### config.mk
export PLATFORM = sky130hd
export DESIGN_NAME = i2s_tx_serializer
export DESIGN_NICKNAME = d
export VERILOG_FILES = /design/src/rtl/i2s_pkg.sv /design/src/rtl/i2s_sample_buf.sv /design/src/rtl/i2s_tx_serializer.sv
export SDC_FILE = /design/constraint.sdc
export NUM_CORES = 1
export LEC_CHECK = 0
export ABC_AREA = 1
export CORE_MARGIN = 4
export CORE_UTILIZATION = 58
export DETAILED_ROUTE_END_ITERATION = 8
export GPL_ROUTABILITY_DRIVEN = 0
export HOLD_SLACK_MARGIN = 0.08
export PLACE_DENSITY = 0.79
export SYNTH_ARGS = -nofsm -noshare
export SYNTH_HDL_FRONTEND = slang
export SYNTH_HIERARCHICAL = 1
export SYNTH_SLANG_ARGS = --single-unit
### constraint.sdc
create_clock -name clk_in -period 2.85 [get_ports clk_in]
set_input_delay 0.4275 -clock clk_in [delete_from_list [all_inputs] [get_ports clk_in]]
set_output_delay 0.4275 -clock clk_in [all_outputs]
set_load 0.01 [all_outputs]
### src/rtl/i2s_pkg.sv
// rtl/i2s_pkg.sv - shared constants, channel encoding and stereo pair type for the I2S transmit path
package i2s_pkg;

  localparam int I2S_SLOTS    = 32;
  localparam int I2S_BCLK_DIV = 4;
  localparam int I2S_WORD_W   = 32;

  typedef enum logic {
    CH_LEFT  = 1'b0,
    CH_RIGHT = 1'b1
  } i2s_ch_e;

  // Samples sit right-aligned in a full slot-width word so any legal SAMPLE_W fits.
  typedef struct packed {
    logic [I2S_WORD_W-1:0] l;
    logic [I2S_WORD_W-1:0] r;
  } i2s_pair_t;

endpackage

### src/rtl/i2s_sample_buf.sv
// rtl/i2s_sample_buf.sv - one-pair holding register with valid/ready handshake and sticky underrun flag
module i2s_sample_buf
  import i2s_pkg::*;
#(
  parameter int SAMPLE_W = 16
) (
  input  logic                clk_i,
  input  logic                rst_n_i,
  input  logic [SAMPLE_W-1:0] sample_l_i,
  input  logic [SAMPLE_W-1:0] sample_r_i,
  input  logic                sample_valid_i,
  output logic                sample_ready_o,
  input  logic                frame_start_i,
  input  logic                underrun_clr_i,
  output logic                underrun_o,
  output logic                hold_full_o,
  output i2s_pair_t           hold_pair_o
);

  logic      full_q, full_d;
  logic      und_q, und_d;
  logic      accept;
  i2s_pair_t pair_q, pair_d;

  assign sample_ready_o = ~full_q;
  assign accept         = sample_valid_i & ~full_q;

  always_comb begin
    full_d = full_q;
    pair_d = pair_q;
    und_d  = und_q;
    if (frame_start_i) full_d = 1'b0;
    // Accept is gated by the pre-edge flag, so a frame-start pair lands here, never in the active frame.
    if (accept) begin
      full_d   = 1'b1;
      pair_d.l = I2S_WORD_W'(sample_l_i);
      pair_d.r = I2S_WORD_W'(sample_r_i);
    end
    if (underrun_clr_i) und_d = 1'b0;
    if (frame_start_i && !full_q) und_d = 1'b1;
  end

  always_ff @(posedge clk_i) begin
    if (!rst_n_i) begin
      full_q <= 1'b0;
      und_q  <= 1'b0;
      pair_q <= '0;
    end else begin
      full_q <= full_d;
      und_q  <= und_d;
      pair_q <= pair_d;
    end
  end

  assign underrun_o  = und_q;
  assign hold_full_o = full_q;
  assign hold_pair_o = pair_q;

endmodule

### src/rtl/i2s_tx_serializer.sv
// rtl/i2s_tx_serializer.sv - stereo I2S transmitter: bit clock, word clock alignment and MSB-first slot data
module i2s_tx_serializer
  import i2s_pkg::*;
#(
  parameter int SAMPLE_W = 16,
  parameter int SLOT_W   = I2S_SLOTS
) (
  input  logic                clk_in,
  input  logic                rst_n,
  input  logic                lr_clk,
  input  logic [SAMPLE_W-1:0] sample_l,
  input  logic [SAMPLE_W-1:0] sample_r,
  input  logic                sample_valid,
  output logic                sample_ready,
  input  logic                underrun_clr,
  output logic                bclk_out,
  output logic                lrclk_out,
  output logic                sdata_out,
  output logic                underrun
);

  localparam int              PH_W      = $clog2(I2S_BCLK_DIV);
  localparam logic [PH_W-1:0] PH_LAST   = PH_W'(I2S_BCLK_DIV - 1);
  localparam logic [4:0]      SLOT_LAST = 5'(SLOT_W - 1);
  localparam logic [4:0]      LSB_SLOT  = 5'(SAMPLE_W);

  logic                  lr_q;
  logic [PH_W-1:0]       ph_q, ph_d;
  logic [4:0]            slot_q, slot_d;
  i2s_ch_e               ch_q, ch_d;
  i2s_pair_t             act_q, act_d;
  logic                  bclk_q, sdata_q, sdata_d;
  logic                  lr_edge, frame_start, hold_full;
  i2s_pair_t             hold_pair;
  logic [I2S_WORD_W-1:0] word;
  logic [4:0]            bit_idx;

  assign lr_edge     = lr_clk != lr_q;
  assign frame_start = lr_edge & ~lr_clk;

  i2s_sample_buf #(
    .SAMPLE_W(SAMPLE_W)
  ) u_buf (
    .clk_i         (clk_in),
    .rst_n_i       (rst_n),
    .sample_l_i    (sample_l),
    .sample_r_i    (sample_r),
    .sample_valid_i(sample_valid),
    .sample_ready_o(sample_ready),
    .frame_start_i (frame_start),
    .underrun_clr_i(underrun_clr),
    .underrun_o    (underrun),
    .hold_full_o   (hold_full),
    .hold_pair_o   (hold_pair)
  );

  always_comb begin
    ph_d   = ph_q + PH_W'(1);
    slot_d = slot_q;
    ch_d   = ch_q;
    act_d  = act_q;
    if (ph_q == PH_LAST && slot_q != SLOT_LAST) slot_d = slot_q + 5'd1;
    if (lr_edge) begin
      ph_d   = '0;
      slot_d = '0;
      ch_d   = i2s_ch_e'(lr_clk);
      if (frame_start) act_d = hold_full ? hold_pair : '0;
    end
    // Outputs are built from next state so the output register adds no visible slot delay.
    word    = (ch_d == CH_RIGHT) ? act_d.r : act_d.l;
    bit_idx = LSB_SLOT - slot_d;
    sdata_d = (slot_d != 5'd0 && slot_d <= LSB_SLOT) ? word[bit_idx] : 1'b0;
  end

  always_ff @(posedge clk_in) begin
    if (!rst_n) begin
      lr_q    <= 1'b0;
      ph_q    <= '0;
      slot_q  <= SLOT_LAST;
      ch_q    <= CH_LEFT;
      act_q   <= '0;
      bclk_q  <= 1'b0;
      sdata_q <= 1'b0;
    end else begin
      lr_q    <= lr_clk;
      ph_q    <= ph_d;
      slot_q  <= slot_d;
      ch_q    <= ch_d;
      act_q   <= act_d;
      bclk_q  <= ph_d[PH_W-1];
      sdata_q <= sdata_d;
    end
  end

  assign bclk_out  = bclk_q;
  assign lrclk_out = ch_q;
  assign sdata_out = sdata_q;

endmodule

# Word level (Yosys, flattened, before mapping)
# Cells that the tools add are included.
[word_totals]
reg_bits = 108
in_bits = 37
output_inout_bits = 5
[classes]
n_addsub = 3
n_lt_le_gt_ge = 2
eq_ne = 3
n_mux = 13
bitwise = 5
reduce_logical = 9
[op_table]
columns = ["operator", "count"]
rows = [
  ["64-bit two-way mux", 2],
  ["48-bit two-way mux", 1],
  ["32-bit two-way mux", 1],
  ["5-bit two-way mux", 2],
  ["5-bit by 6-bit < comparator with 1-bit output (second input constant)", 1],
  ["1-bit two-way mux", 6],
  ["5-bit by 1-bit adder with 5-bit output (second input constant)", 1],
  ["1-bit binary-select mux with 5-bit select", 1],
  ["5-bit <= comparator (second input constant)", 1],
  ["5-bit inequality test (second input constant)", 1],
  ["5-bit nonzero test", 1],
  ["5-bit subtractor (first input constant)", 1],
  ["2-bit nonzero test", 2],
  ["1-bit logical AND", 3],
  ["1-bit NOT", 3],
  ["2-bit by 1-bit adder with 2-bit output (second input constant)", 1],
  ["1-bit AND", 2],
  ["2-bit equality test (second input constant)", 1],
  ["2-bit AND reduction", 1],
  ["2-bit OR reduction", 1],
  ["1-bit logical NOT", 1],
  ["1-bit inequality test", 1],
]

# Logic depth before layout (Yosys ltp)
# Gate-level depths: netlist of run 1.
[depth]
depth_word = 7
mapped_depth = 18

# Hierarchy
# Netlist of run 1, hierarchy kept.
[modules_own_cells]
columns = ["module", "n_inst", "cells_per_inst", "area_each_um2", "seq_area_each_um2"]
rows = [
  ["i2s_tx_serializer", 1, 515, 3594.7, 1481.4],
  ["i2s_sample_buf", 1, 253, 1707.9, 680.7],
]

# Least setup slack after synthesis of run 1
# Ideal clock, no wire load.
[synth_timing]
kind = "reg2reg"
start = "register slot_q[0]"
end = "register sdata_q, in the netlist sdata_out"
setup_ns = 0.070
arrival_ns = 2.339
t_required_ns = 2.780
path_slack_ns = 0.442
path_stages_with_launch = 18
path_buffers = 2
period_less_slack_ns = 2.408
path_cell_list = "dfxtp_1 ha_1 nand2_1 nor2_1 ha_1 inv_2 nand2_1 nand2_1 nand3_1 buf_2 ha_1 clkbuf_1 inv_1 nand3_1 nand3_1 nand3_1 nand3_1 a21oi_1"
[synth_via]
elab_chain_cells = 7
word_cells_on_any_way = 12
classes_between = "2 x add/sub; 1 x order compare; 1 x eq/ne; 4 x mux; 4 x reduce/logical"
[synth_rtl]
columns = ["element", "line", "source"]
rows = [
  ["start: declaration", "i2s_tx_serializer.sv:29", "logic [4:0] slot_q, slot_d;"],
  ["start signal: assignment", "i2s_tx_serializer.sv:87", "slot_q <= slot_d;"],
  ["branches (longest 2 deep; another with 5-bit by 1-bit adder with 5-bit output)", "--", ""],
  ["5-bit two-way mux *", "i2s_tx_serializer.sv:62", "if (ph_q == PH_LAST && slot_q != SLOT_LAST) slot_d = slot_q + 5'd1;"],
  ["5-bit two-way mux *", "i2s_tx_serializer.sv:63", "if (lr_edge) begin"],
  ["5-bit subtractor, or another cell as far along", "i2s_tx_serializer.sv:71", "bit_idx = LSB_SLOT - slot_d;"],
  ["1-bit binary-select mux with 5-bit select or 1-bit logical AND (tied branches)", "i2s_tx_serializer.sv:72", "sdata_d = (slot_d != 5'd0 && slot_d <= LSB_SLOT) ? word[bit_idx] : 1'b0;"],
  ["1-bit two-way mux (not written as such) or 2-bit AND reduction (tied branches)", "--", ""],
  ["end signal: assignment", "i2s_tx_serializer.sv:91", "sdata_q <= sdata_d;"],
  ["end: declaration", "i2s_tx_serializer.sv:32", "logic bclk_q, sdata_q, sdata_d;"],
]
# Every way passes the cells marked *. The select of a mux whose other input is x is not followed.
# A chain may end at the register's enable or synchronous reset.

# Worst setup path in the final report of run 1
[layout_timing]
start = "register slot_q[1]"
end = "register sdata_q, in the netlist sdata_out"
# The elaborated chain is that of the path after synthesis.

==> metrics list, run 1 <==
- Result of the run: complete, no violations
- At the worst endpoint, the arrival time is 2.82 ns.
- Clock Latency Late Sink: 0.38 ns
- H-tree depth: 3
- For this design the top-level I/O count stands at 42.
* Non-filler instance count after layout: roughly 900
- Number of setup violations in the final report: 0
* Startpoint-to-endpoint class of the critical path: flop to flop
- Area of the die: about 11000 sq um
* Clock tree from TritonCTS: built
* Number of antenna violations at the first check in global routing: 0
- On the critical path, the stage with the largest delay is an instance of sky130_fd_sc_hd__dfxtp_1.
* Final hold violations: 0
- The clock net in this run drives a total of between 100 and 150 sinks.
- Using the TritonRoute via totals, the vias-per-cell ratio works out to ~5.4.
- For this run, the detailed router's first-pass iteration total came to 5.
* Number of register bits inferred by synthesis: approximately 110
- Grt total ovfl: 0
* Post-cts repair resize count: 0
- The startpoint identified for the worst register-to-register timing path is slot_q[1].
- Crit path max fanout: 5
- For this run, the register share of the synthesized area comes to 0.408.
- Worst min path class: flop to flop
- In this run, post-CTS hold repair placed 0 buffers.
- YS warnings: 6
- The number of setup buffers added after CTS is 0.
- Fin. max-slew vios: 0
* DRC violation count after routing: 0
- Final core occ: 0.664
- Nets: 827
- HPWL after DPL: approximately 8100 um
* Setup tns final: 0 ns
* Worst relative slew slack: 0.531
- Entering global routing, the biggest net connects between 60 and 70 pins.
* Row count: 34
* Areal power density over the cells: 548 nW/um^2
- Number of antenna-violating nets in the routed design: 0
- Worst vdd rail ir drop: ~0.23 mV
- Dividing the detail-routed wire length by the instance count gives roughly 13 um.
- Clock skew after layout: slightly above 0.008 ns
- Max-cap check violation count: 0
- Aggregate global-route resource usage: 0.231
- Cell type with the largest total area after synthesis: sky130_fd_sc_hd__dfxtp_1
* Area inside the core boundary: 8810 sq um
- Input and output buffers added on the ports amount to 41.
- The floorplan step set the die width to just over 100 um.
- Of the available clock period, the critical path in the final layout requires 0.880.
- The first routing iteration left 307 violations.
- Critical path startpoint category: flop
- Via count of the first global-routing pass: around 4.6k
* Transition time at the pin with the least slew margin: 0.703 ns
- Clock-pin slew was measured on the worst setup and hold paths at approximately 0.11 ns.
- Fillcell total: around 800
* Total Wirelength: about 12000 um
- First-pass GRT wire length: 21200 um
- Placed cells: 882
* Vias after detailed routing: between 4k and 5k
- Cells traversed along the worst timing path: ha_1 -> nand2_1 -> nor2_1 -> ha_1 -> inv_2 -> nand2_1 -> a21oi_1 -> o21ai_1 -> ha_1 -> inv_1 -> nand4_1 -> nand2_1 -> inv_1 -> nand3_1 -> nand3_1 -> nand3_1 -> a21oi_1
- Ranking of synthesized cells by area: sky130_fd_sc_hd__dfxtp_1 (41%), sky130_fd_sc_hd__nand3_1 (19%), sky130_fd_sc_hd__nand2_1 (9.3%)
- The area growth from synthesis to layout is 10.2%.
- Clock buffers created by TritonCTS: 9
- For this run, the slowest stage of the critical path takes roughly 0.38 ns.
- STA puts the critical path data required time at around 3.2 ns.
* Maximum clock path buffer count: 2
* Library cells used by synthesis: 23
- For the finished layout, the period the worst path requires is 2.51 ns.
* Starting density of the core: 0.602
- Ratio of cells with drive above 1 in the final layout: 0.0595
- Most frequent cells in the layout: sky130_fd_sc_hd__nand3_1 (203), sky130_fd_sc_hd__nand2_1 (131), sky130_fd_sc_hd__dfxtp_1 (107)
- P_leak: around 2.6 nW
* Most common cell after layout, fill and taps aside: sky130_fd_sc_hd__nand3_1
* Cell area after synthesis: roughly 5300 sq um
* Setup repair after global routing missed its margin: false
- Synthesis produced a netlist whose cell count is 768.
- Die Ht: 104 um
* Synthesized area per cell: slightly below 7 sq um
* Max Clock Freq: between 300 and 400 MHz
- The share of synthesized area in the top cell type comes to 0.408.
- The number of antenna diodes in the final layout is 0.
- The worst setup path is captured at a flop.
* Worst Hold Launch: ph_q[0]
* Clock root buffer: sky130_fd_sc_hd__clkbuf_8
* Critical path origin: slot_q[1]
Yosys cell counts (all sizes together):
| cell type | instances |
|---|---|
| nand2 | 132 |
| dfxtp | 108 |
| nor3 | 2 |
| xor2 | 1 |
| conb | 1 |
| clkbuf | 14 |
| o21ai | 3 |
| nor2 | 79 |
| ha | 5 |
| nand4 | 22 |
| and3 | 1 |
| a21oi | 67 |
| buf | 72 |
| inv | 58 |
| nand3 | 203 |
cells by family after synthesis:
kind of cell               Yosys count  synth area share
and+or+nand+nor                    439             0.374
AOI/OAI and AO/OA                   70            0.0661
buffers and inverters              144             0.138
xor gates and xnor gates             1           0.00165
adders and majority gates            5            0.0118
DFF                                108             0.408
other                                1          0.000707
metal layers:
metal / routed length [um] / global-route usage / up-vias
li1: - / - / 2513
met1: 5460 / 0.305 / 2225
met2: 5870 / 0.390 / 114
met3: 522 / 0.0354 / 18
met4: 168 / 0.0703 / 0
met5: 0 / 0 / -
critical path, delay by kind of cell (launching register included):
| family | cells | cell delay (ns) |
|---|---|---|
| AOI/OAI and AO/OA | 3 | 0.44 |
| and+or+nand+nor | 8 | 0.77 |
| buffers and inverters | 3 | 0.24 |
| adders and majority gates | 3 | 0.63 |
| DFF | 1 | 0.38 |
power by group:
group          internal [W]  switching, W  total (W)
clock network      0.000359      0.000561   0.000921
logic              0.000265      0.000399   0.000664
registers           0.00157     0.0000456    0.00162
state kept, by name, summed over array words and instances, names as in the netlist:
name,cells
lr_q,1
slot_q,5
lrclk_out,1
act_q,64
u_buf/underrun_o,1
u_buf/hold_full_o,1
sdata_out,1
ph_q,2
u_buf/hold_pair_o,32
metrics by stage:
stage | setup slack [ns] | hold slack [ns] | area, sq um | total power, W
global route | 0.0481 | 0.471 | 5840 | 0.00336
CTS | 0.363 | 0.444 | 5840 | 0.00320
finish | 0.343 | 0.448 | 5840 | 0.00320
detailed placement | 0.0624 | 0.429 | 5650 | 0.00231
global placement | 0.177 | 0.416 | 5650 | 0.00228
floorplan | 0.442 | 0.406 | 5420 | 0.00213
cell type report:
class                   count  area, sq um  share of cell area
multi-input cells         547         2520               0.432
flip-flops and latches    108         2160               0.370
repair buffers             61          611               0.104
inverters                  58          218              0.0373
clock buffers              10          138              0.0236
well taps                 108          135              0.0231
clock inverters             6         55.1             0.00942
final timing paths:
path | to | slack (ns) | depth (start not counted)
worst min register to register | ph_q[0] | 0.45 | 1
worst max register to register | sdata_out | 0.34 | 17
worst min-delay path | ph_q[0] | 0.45 | 1
worst max-delay path | sdata_out | 0.34 | 17
(Power assumes the default switching activity.)
==> run 2, diff against run 1 <==
CORE_ASPECT_RATIO = 1.2   (was not set)
CORE_MARGIN = 2   (was 4)
TNS_END_PERCENT = 5   (was not set)
==> run 2 against run 1 <==
Against the previous run:
- critical path depth is 2 lower
- design area is 1.3% higher
- critical path type unchanged
- sequential power hardly changed
- clock skew increased by 0.0056 ns
- register-to-register slack worse by 0.12 ns
- non-clock buffer count did not move
- global-route usage grew 2.2 points
==> metrics list, run 2 (synthesis gave the netlist of run 1 again) <==
- Headroom to the max-slew limit came out at 0.331.
* Tcrit/Tclk final: 0.922
- Leaving out fill and tap cells, the most frequent cell in the layout is sky130_fd_sc_hd__nand3_1.
* Number of iterations in the first detailed-routing pass: 5
* Setup tns final: 0 ns
- Number of antenna-violating nets in the routed design: 0
- Row count: 38
* Fillcell total: about 790
- The min-delay analysis places its worst path in the category flop to flop.
- The detailed router finished its first iteration with 330 violations.
- P_leak: 2.58 nW
- Count of port buffers added during placement: 41
- The area growth from synthesis to layout is 11.7%.
- Number of setup violations in the final report: 0
- Grt total ovfl: 0
- Once the clock tree was built, the setup fixing pass inserted 0 buffers.
* Final core occ: 0.659
- Clock tree from TritonCTS: built
- Excluding fillers, the count of instances in the completed layout stands at between 900 and 1k.
- Number of antenna repair diodes: 0
* WP data arrival: 2.89 ns
- H-tree depth: 3
- The initial utilization of the core area, before any placement, comes to 0.590.
- Worst vdd rail ir drop: about 0.29 mV
* Aggregate global-route resource usage: 0.253
- After detailed routing, the total wire length is ~12000 um.
- During I/O placement, the number of pins put on the boundary was between 40 and 50.
* Data required time of the worst path: 3.11 ns
* Max-cap check violation count: 0
* Areal power density over the cells: 575 nW/um^2
* Clock root buffer: sky130_fd_sc_hd__clkbuf_8
- The design draws 0.00341 W.
- Hold repair after CTS inserted 0 buffers.
- Setup repair after global routing missed its margin: false
* Placed cells: around 900
- Ratio of cells with drive above 1 in the final layout: 0.0595
* Max reg flops: 64
* Maximum clock path buffer count: 2
* Fin. max-slew vios: 0
- STA classifies the critical path endpoint as a flop.
* HPWL after DPL: around 8000 um
* Biggest register: act_q
* Number of antenna violations at the first check in global routing: 0
- Critical path startpoint category: flop
- Number of vias per cell after detailed routing: roughly 5.4
- In this run, post-CTS repair resized a total of 0 instances.
- Die Ht: around 110 um
- Between clock sinks in the finished design, the worst skew comes to 0.0137 ns.
- After detailed routing, the average wire length per cell comes to between 10 and 15 um.
* Clock Latency Late Sink: about 0.37 ns
- The run finished with clean final reports.
- The final layout contains between 800 and 900 nets.
- Area of the die: ~10000 sq um
* Startpoint-to-endpoint class of the critical path: flop to flop
* Via count of the first global-routing pass: approximately 4.6k
- DRC violation count after routing: 0
- The smallest clock period supported by the final layout is computed as ~2.6 ns.
- Derived from the worst setup path, the maximum achievable clock frequency is approximately 380 MHz.
- Horizontal die dimension: approximately 91 um
- Vias after detailed routing: around 4.9k
* Final hold violations: 0
* Clock buffers created by TritonCTS: 9
* Most frequent cells in the layout: sky130_fd_sc_hd__nand3_1 (203), sky130_fd_sc_hd__nand2_1 (131), sky130_fd_sc_hd__dfxtp_1 (107)
- Of all nets on the critical path, the largest fanout is 8.
* First-pass GRT wire length: between 20000 and 25000 um
- For this design, the sink count on the clock tree is around 110.
- Area inside the core boundary: 8990 sq um
- Entering global routing, the biggest net connects 67 pins.
- Transition time at the pin with the least slew margin: approximately 1 ns
* Clock-pin slew reported for the worst setup and hold paths after clock tree synthesis: about 0.10 ns
-- run 2: path summary, 6_finish.rpt --
kind	startpoint	to	slack [ns]	cells after the start
worst min-delay path	ph_q[0]	ph_q[0]	0.45	1
worst min register to register	ph_q[0]	ph_q[0]	0.45	1
worst max-delay path	slot_q[0]	sdata_out	0.22	15
worst max register to register	slot_q[0]	sdata_out	0.22	15
-- run 2: through the flow --
step           hold slack [ns]  instance area, sq um  worst slack, ns
6_report                 0.447                  5920            0.222
2_1_floorplan            0.406                  5420            0.442
5_1_grt                  0.474                  5920           0.0460
3_5_place_dp             0.438                  5680          -0.0200
4_1_cts                  0.453                  5920            0.286
3_3_place_gp             0.423                  5680           0.0767
-- run 2: cell type report --
| class | count | area (sq um) | area share |
|---|---|---|---|
| well taps | 120 | 150 | 0.0254 |
| flip-flops and latches | 108 | 2160 | 0.365 |
| multi-input cells | 547 | 2520 | 0.426 |
| clock buffers | 9 | 124 | 0.0209 |
| inverters | 58 | 218 | 0.0368 |
| repair buffers | 61 | 623 | 0.105 |
| clock inverters | 7 | 120 | 0.0203 |
-- run 2: worst max-delay path, stage by stage, from the launching register on --
cell and delay [ns]:
sky130_fd_sc_hd__dfxtp_1 0.35, sky130_fd_sc_hd__ha_1 0.23, sky130_fd_sc_hd__nand2_1 0.09, sky130_fd_sc_hd__nor2_1 0.05, sky130_fd_sc_hd__ha_1 0.20, sky130_fd_sc_hd__inv_2 0.06, sky130_fd_sc_hd__nand2_1 0.10, sky130_fd_sc_hd__a21oi_1 0.18
sky130_fd_sc_hd__o21ai_1 0.15, sky130_fd_sc_hd__ha_1 0.34, sky130_fd_sc_hd__inv_1 0.28, sky130_fd_sc_hd__nand3_1 0.18, sky130_fd_sc_hd__nand3_1 0.10, sky130_fd_sc_hd__nand3_1 0.08, sky130_fd_sc_hd__nand3_1 0.07, sky130_fd_sc_hd__a21oi_1 0.06
-- run 2: metal layers --
layer / GRT usage / share of wire / vias up
li1: - / - / 2505
met1: 0.308 / 0.42 / 2232
met2: 0.437 / 0.49 / 159
met3: 0.0491 / 0.057 / 32
met4: 0.109 / 0.028 / 0
met5: 0 / 0 / -
-- run 2: where the power goes --
part           internal (W)  switching, W  total (W)  leakage, nW
Sequential          0.00157     0.0000524    0.00162        0.881
Combinational      0.000267      0.000401   0.000669         1.58
Clock              0.000588      0.000528    0.00112        0.120
Total               0.00243      0.000982    0.00341         2.58
